[src/rtl/bin2bcd_seq.sv]
// Sequential 16-bit binary to 5-digit BCD converter (double-dabble, one bit per clock).
// Optional two's-complement input: the magnitude is converted and the sign is reported on neg.
module bin2bcd_seq #(
    parameter bit SIGNED = 1'b1
) (
    input  logic        clk,
    input  logic        rst,
    input  logic        start,
    input  logic [15:0] bin,
    output logic        busy,
    output logic        done,
    output logic        neg,
    output logic [3:0]  d0,
    output logic [3:0]  d1,
    output logic [3:0]  d2,
    output logic [3:0]  d3,
    output logic [3:0]  d4
);

    typedef enum logic {
        IDLE,
        CONV
    } state_t;

    state_t      state, state_n;
    logic [4:0]  cnt, cnt_n;
    logic [19:0] scratch, scratch_n;
    logic [15:0] mag, mag_n;
    logic        sign, sign_n;
    logic        busy_n, done_n, neg_n;
    logic [19:0] digits, digits_n;
    logic [19:0] adj;
    logic [19:0] shifted;
    logic [15:0] negated;
    logic        take_neg;

    function automatic logic [3:0] add3(input logic [3:0] n);
        return (n >= 4'd5) ? n + 4'd3 : n;
    endfunction

    // 0x8000 negates to itself, which read as unsigned is the required 32768.
    assign negated  = ~bin + 16'd1;
    assign take_neg = SIGNED && bin[15];

    assign adj     = {add3(scratch[19:16]), add3(scratch[15:12]), add3(scratch[11:8]),
                      add3(scratch[7:4]),   add3(scratch[3:0])};
    assign shifted = {adj[18:0], mag[15]};

    assign d0 = digits[19:16];
    assign d1 = digits[15:12];
    assign d2 = digits[11:8];
    assign d3 = digits[7:4];
    assign d4 = digits[3:0];

    always_ff @(posedge clk or posedge rst) begin
        if (rst) begin
            state   <= IDLE;
            cnt     <= '0;
            scratch <= '0;
            mag     <= '0;
            sign    <= 1'b0;
            busy    <= 1'b0;
            done    <= 1'b0;
            neg     <= 1'b0;
            digits  <= '0;
        end else begin
            state   <= state_n;
            cnt     <= cnt_n;
            scratch <= scratch_n;
            mag     <= mag_n;
            sign    <= sign_n;
            busy    <= busy_n;
            done    <= done_n;
            neg     <= neg_n;
            digits  <= digits_n;
        end
    end

    always_comb begin
        state_n   = state;
        cnt_n     = cnt;
        scratch_n = scratch;
        mag_n     = mag;
        sign_n    = sign;
        busy_n    = busy;
        done_n    = 1'b0;
        neg_n     = neg;
        digits_n  = digits;

        case (state)
            IDLE: begin
                if (start) begin
                    mag_n     = take_neg ? negated : bin;
                    sign_n    = take_neg;
                    scratch_n = '0;
                    cnt_n     = '0;
                    busy_n    = 1'b1;
                    state_n   = CONV;
                end
            end
            CONV: begin
                scratch_n = shifted;
                mag_n     = {mag[14:0], 1'b0};
                cnt_n     = cnt + 5'd1;
                // Sixteenth iteration: publish the freshly shifted result directly.
                if (cnt == 5'd15) begin
                    cnt_n    = '0;
                    state_n  = IDLE;
                    busy_n   = 1'b0;
                    done_n   = 1'b1;
                    digits_n = shifted;
                    neg_n    = sign && (shifted != '0);
                end
            end
            default: begin
                state_n = IDLE;
                busy_n  = 1'b0;
            end
        endcase
    end

endmodule

[config.mk]
export PLATFORM = sky130hd
export DESIGN_NAME = bin2bcd_seq
export DESIGN_NICKNAME = d
export VERILOG_FILES = /design/src/rtl/bin2bcd_seq.sv
export SDC_FILE = /design/constraint.sdc
export NUM_CORES = 1
export LEC_CHECK = 0
export ABC_AREA = 1
export CORE_MARGIN = 2
export CORE_UTILIZATION = 46
export CTS_CLUSTER_DIAMETER = 200
export DETAILED_ROUTE_END_ITERATION = 16
export PLACE_DENSITY = 0.68
export SYNTH_ARGS = -nofsm -noshare
export SYNTH_HDL_FRONTEND = slang
export SYNTH_SLANG_ARGS = --single-unit
[constraint.sdc]
create_clock -name clk -period 2.5 [get_ports clk]
set_input_delay 0.5 -clock clk [delete_from_list [all_inputs] [get_ports clk]]
set_output_delay 0.5 -clock clk [all_outputs]
set_load 0.03 [all_outputs]
==> flow_summary.ini <==
[placed_design]
io_buffer_count = 41
dpl.hpwl_um = 5348
place.gp.congestion = 0.9006
place_ws_ns = 0.4714

[pwr]
pwr-share-clk = 0.166
p_sw_frac = 0.4393
switchingPower_mw = 2.235
p_per_area_nw_per_um2 = 1207
seq_power_share = 0.353
p_int_mw = 2.852
ir_drop_v = 0.0003831
leakagePower_nw = 2.078
p_comb_frac = 0.481

[route]
routed_via_density = 5.182
drc = 0
num_vias = 3052
antenna_left = 0
drt_iter0_markers = 221
routedWlPerCell_um = 12.65
drt_pass1_iterations = 5
routed_wl_um = 7448

[global_route]
antenna_found_initial = 0
grt_first_pass_wirelength_um = 13430
overflow = 0
grt_pass1_vias = 2998
grt_use_total = 0.1983
grt_max_degree = 67

[clock_network]
worst_skew_pair.late_latency_ns = 0.34
clk_path_buf_depth = 2
cts_setup_buffers = 0
h-tree-depth = 3
cts_buffers = 9
cts-resized-gates = 0
clock-root-buffer = clkbuf_8
tritoncts = yes
ctsHoldBuffers = 0
numClockSinks = 66
cts.clk_slew.worst_paths_ns = 0.07

[setup_path]
slowest_delay_ns = 0.67
rr_worst_depth = 12
path_depth = 1
crit_slowest_cell = clkdlybuf4s50_1
path_cells = clkdlybuf4s50_1
critPathRequiredTime_ns = 2.00
critPathTopFamily = buffers and inverters
worstSetupEndpoint = d4[1]
crit_type = flip-flop to output pin
r2r-end = neg
end_kind = output pin
worstSetupStartpointType = flip-flop
r2r_slack_ns = 0.64
reg2reg_from = scratch[12]
cp-startpoint = digits[1]
critPathBufInv = 1
crit_fanout = 2
arrival_ns = 1.38

[sta]
fin_crit_ns = 1.877
report.final.slew_viol_count = 0
fmaxAchievable_mhz = 532.8
finalSetupViolCount = 0
finClkSkew_ns = 0.006792
layout_setup_ws_ns = 0.6232
relSlewSlack = 0.5534
rsz0062_at_grt = no
hold_violations = 0
setup_tns_ns = 0
worst_pin_slew_ns = 0.6692
fin_crit_sh = 0.7507

[floorplanning]
rows = 31
die_y_um = 91.57
start_util = 0.4811
core_area_um2 = 7331
die_x_um = 91.57
die_area_um2 = 8384
pin_count = 42

[final_layout]
final_common_cell = nand2_1
num-nets-final = 516
drive_gt1_frac = 0.06531
multiInputGateArea_um2 = 1567
seq_area_um2 = 1652
nFillCells = 672
mostFrequentLayoutCells = nand2_1, dfrtp_1, inv_1
insertedDiodeCount = 0
area_growth_pct = 19.55

[synth]
synth_ff_type = dfrtp_1
ys_seq_area_frac = 0.4683
yosys.cell_types.count = 30
netlist_area_um2 = 3527
syn_avg_cell_area_um2 = 7.962
ys_ff_latch = 66
synthCells = 443
syn_nets = 474
async_flop_share = 1.000
synth_edf_count = 0
synth-warning-count = 0

[outcome]
status = finished, final reports clean

[job]
maxCapViolCount = 0

[min_path]
min_path_type = flip-flop to flip-flop
-- power groups by stage --
stage / clock [mW] / sequential [mW] / combinational [mW]
after floorplan: 0 / 2.00 / 1.53
after global placement: 0 / 1.79 / 2.38
after detailed placement: 0 / 1.81 / 2.46
after CTS: 0.880 / 1.79 / 2.46
after global routing: 0.919 / 1.85 / 2.80
final: 0.845 / 1.80 / 2.45
-- kinds of logic after synthesis --
| family | Yosys count | share of synthesized area |
|---|---|---|
| buffers and inverters | 76 | 0.08762 |
| XOR/XNOR | 7 | 0.01738 |
| adder cells (fa/ha/maj) | 12 | 0.04257 |
| flip-flops | 66 | 0.4683 |
| AND/OR/NAND/NOR | 200 | 0.2434 |
| AO/OA/AOI/OAI | 82 | 0.1408 |
-- final cells by class --
class                      count  area share
sequential                    66      0.3917
multi-input combinational    301      0.3715
timing repair buffer          46      0.1092
inverter                      61     0.05430
clock buffer                  10     0.03027
tap                           99     0.02938
clock inverter                 6     0.01365
-- flip-flops by register name, summed over array words and instances, names as in the netlist --
name	count
state	1
cnt	5
scratch	20
mag	16
digits	20
done	1
busy	1
sign	1
neg	1
-- through the flow --
stage | total power [mW] | cell area (um^2) | hold slack [ns] | std cells | util
after floorplan | 3.530 | 3527 | 0.4530 | 443 | -
after global placement | 4.174 | 4031 | 0.4637 | 573 | 0.5499
after detailed placement | 4.265 | 4031 | 0.4577 | 573 | 0.5499
after CTS | 5.136 | 4217 | 0.4747 | 589 | 0.5752
after global routing | 5.575 | 4217 | 0.4953 | 589 | 0.5752
final | 5.087 | 4217 | 0.4696 | 589 | 0.5752
-- how the worst min path moves through the flow --
stage,startpoint,end,slack (ns),cells past startpoint
floorplan,sign,sign,0.45,2
global placement,busy,busy,0.46,2
detailed placement,busy,busy,0.46,2
CTS,busy,busy,0.47,2
global route,busy,busy,0.50,2
finish,busy,busy,0.47,2
-- per-layer routing --
layer | vias to the layer above | GRT usage | share of wire
li1 | 1543 | - | -
met1 | 1437 | 0.2324 | 0.45
met2 | 67 | 0.3536 | 0.49
met3 | 5 | 0.05394 | 0.048
met4 | 0 | 0.05682 | 0.0093
met5 | - | 0 | 0
-- synthesized netlist by cell type, types with 2 or more instances --
library cell  count  area, um^2
nand2_1         127       476.7
buf_6             2       22.52
nand4_1          15       93.84
clkbuf_1          5       18.77
o211ai_1          2       15.01
dfrtp_1          66        1652
o21ai_0          36       180.2
nand3_1          23       115.1
a22oi_1          11       82.58
buf_2             7       35.03
xor2_1            6       52.55
o21ai_2           6       52.55
o22ai_1          16       100.1
inv_2             2       7.510
inv_1            58       217.7
a21oi_1           7       35.03
nor2_1           30       112.6
ha_1             12       150.1
No activity file was read; power rests on OpenSTA's default activity.
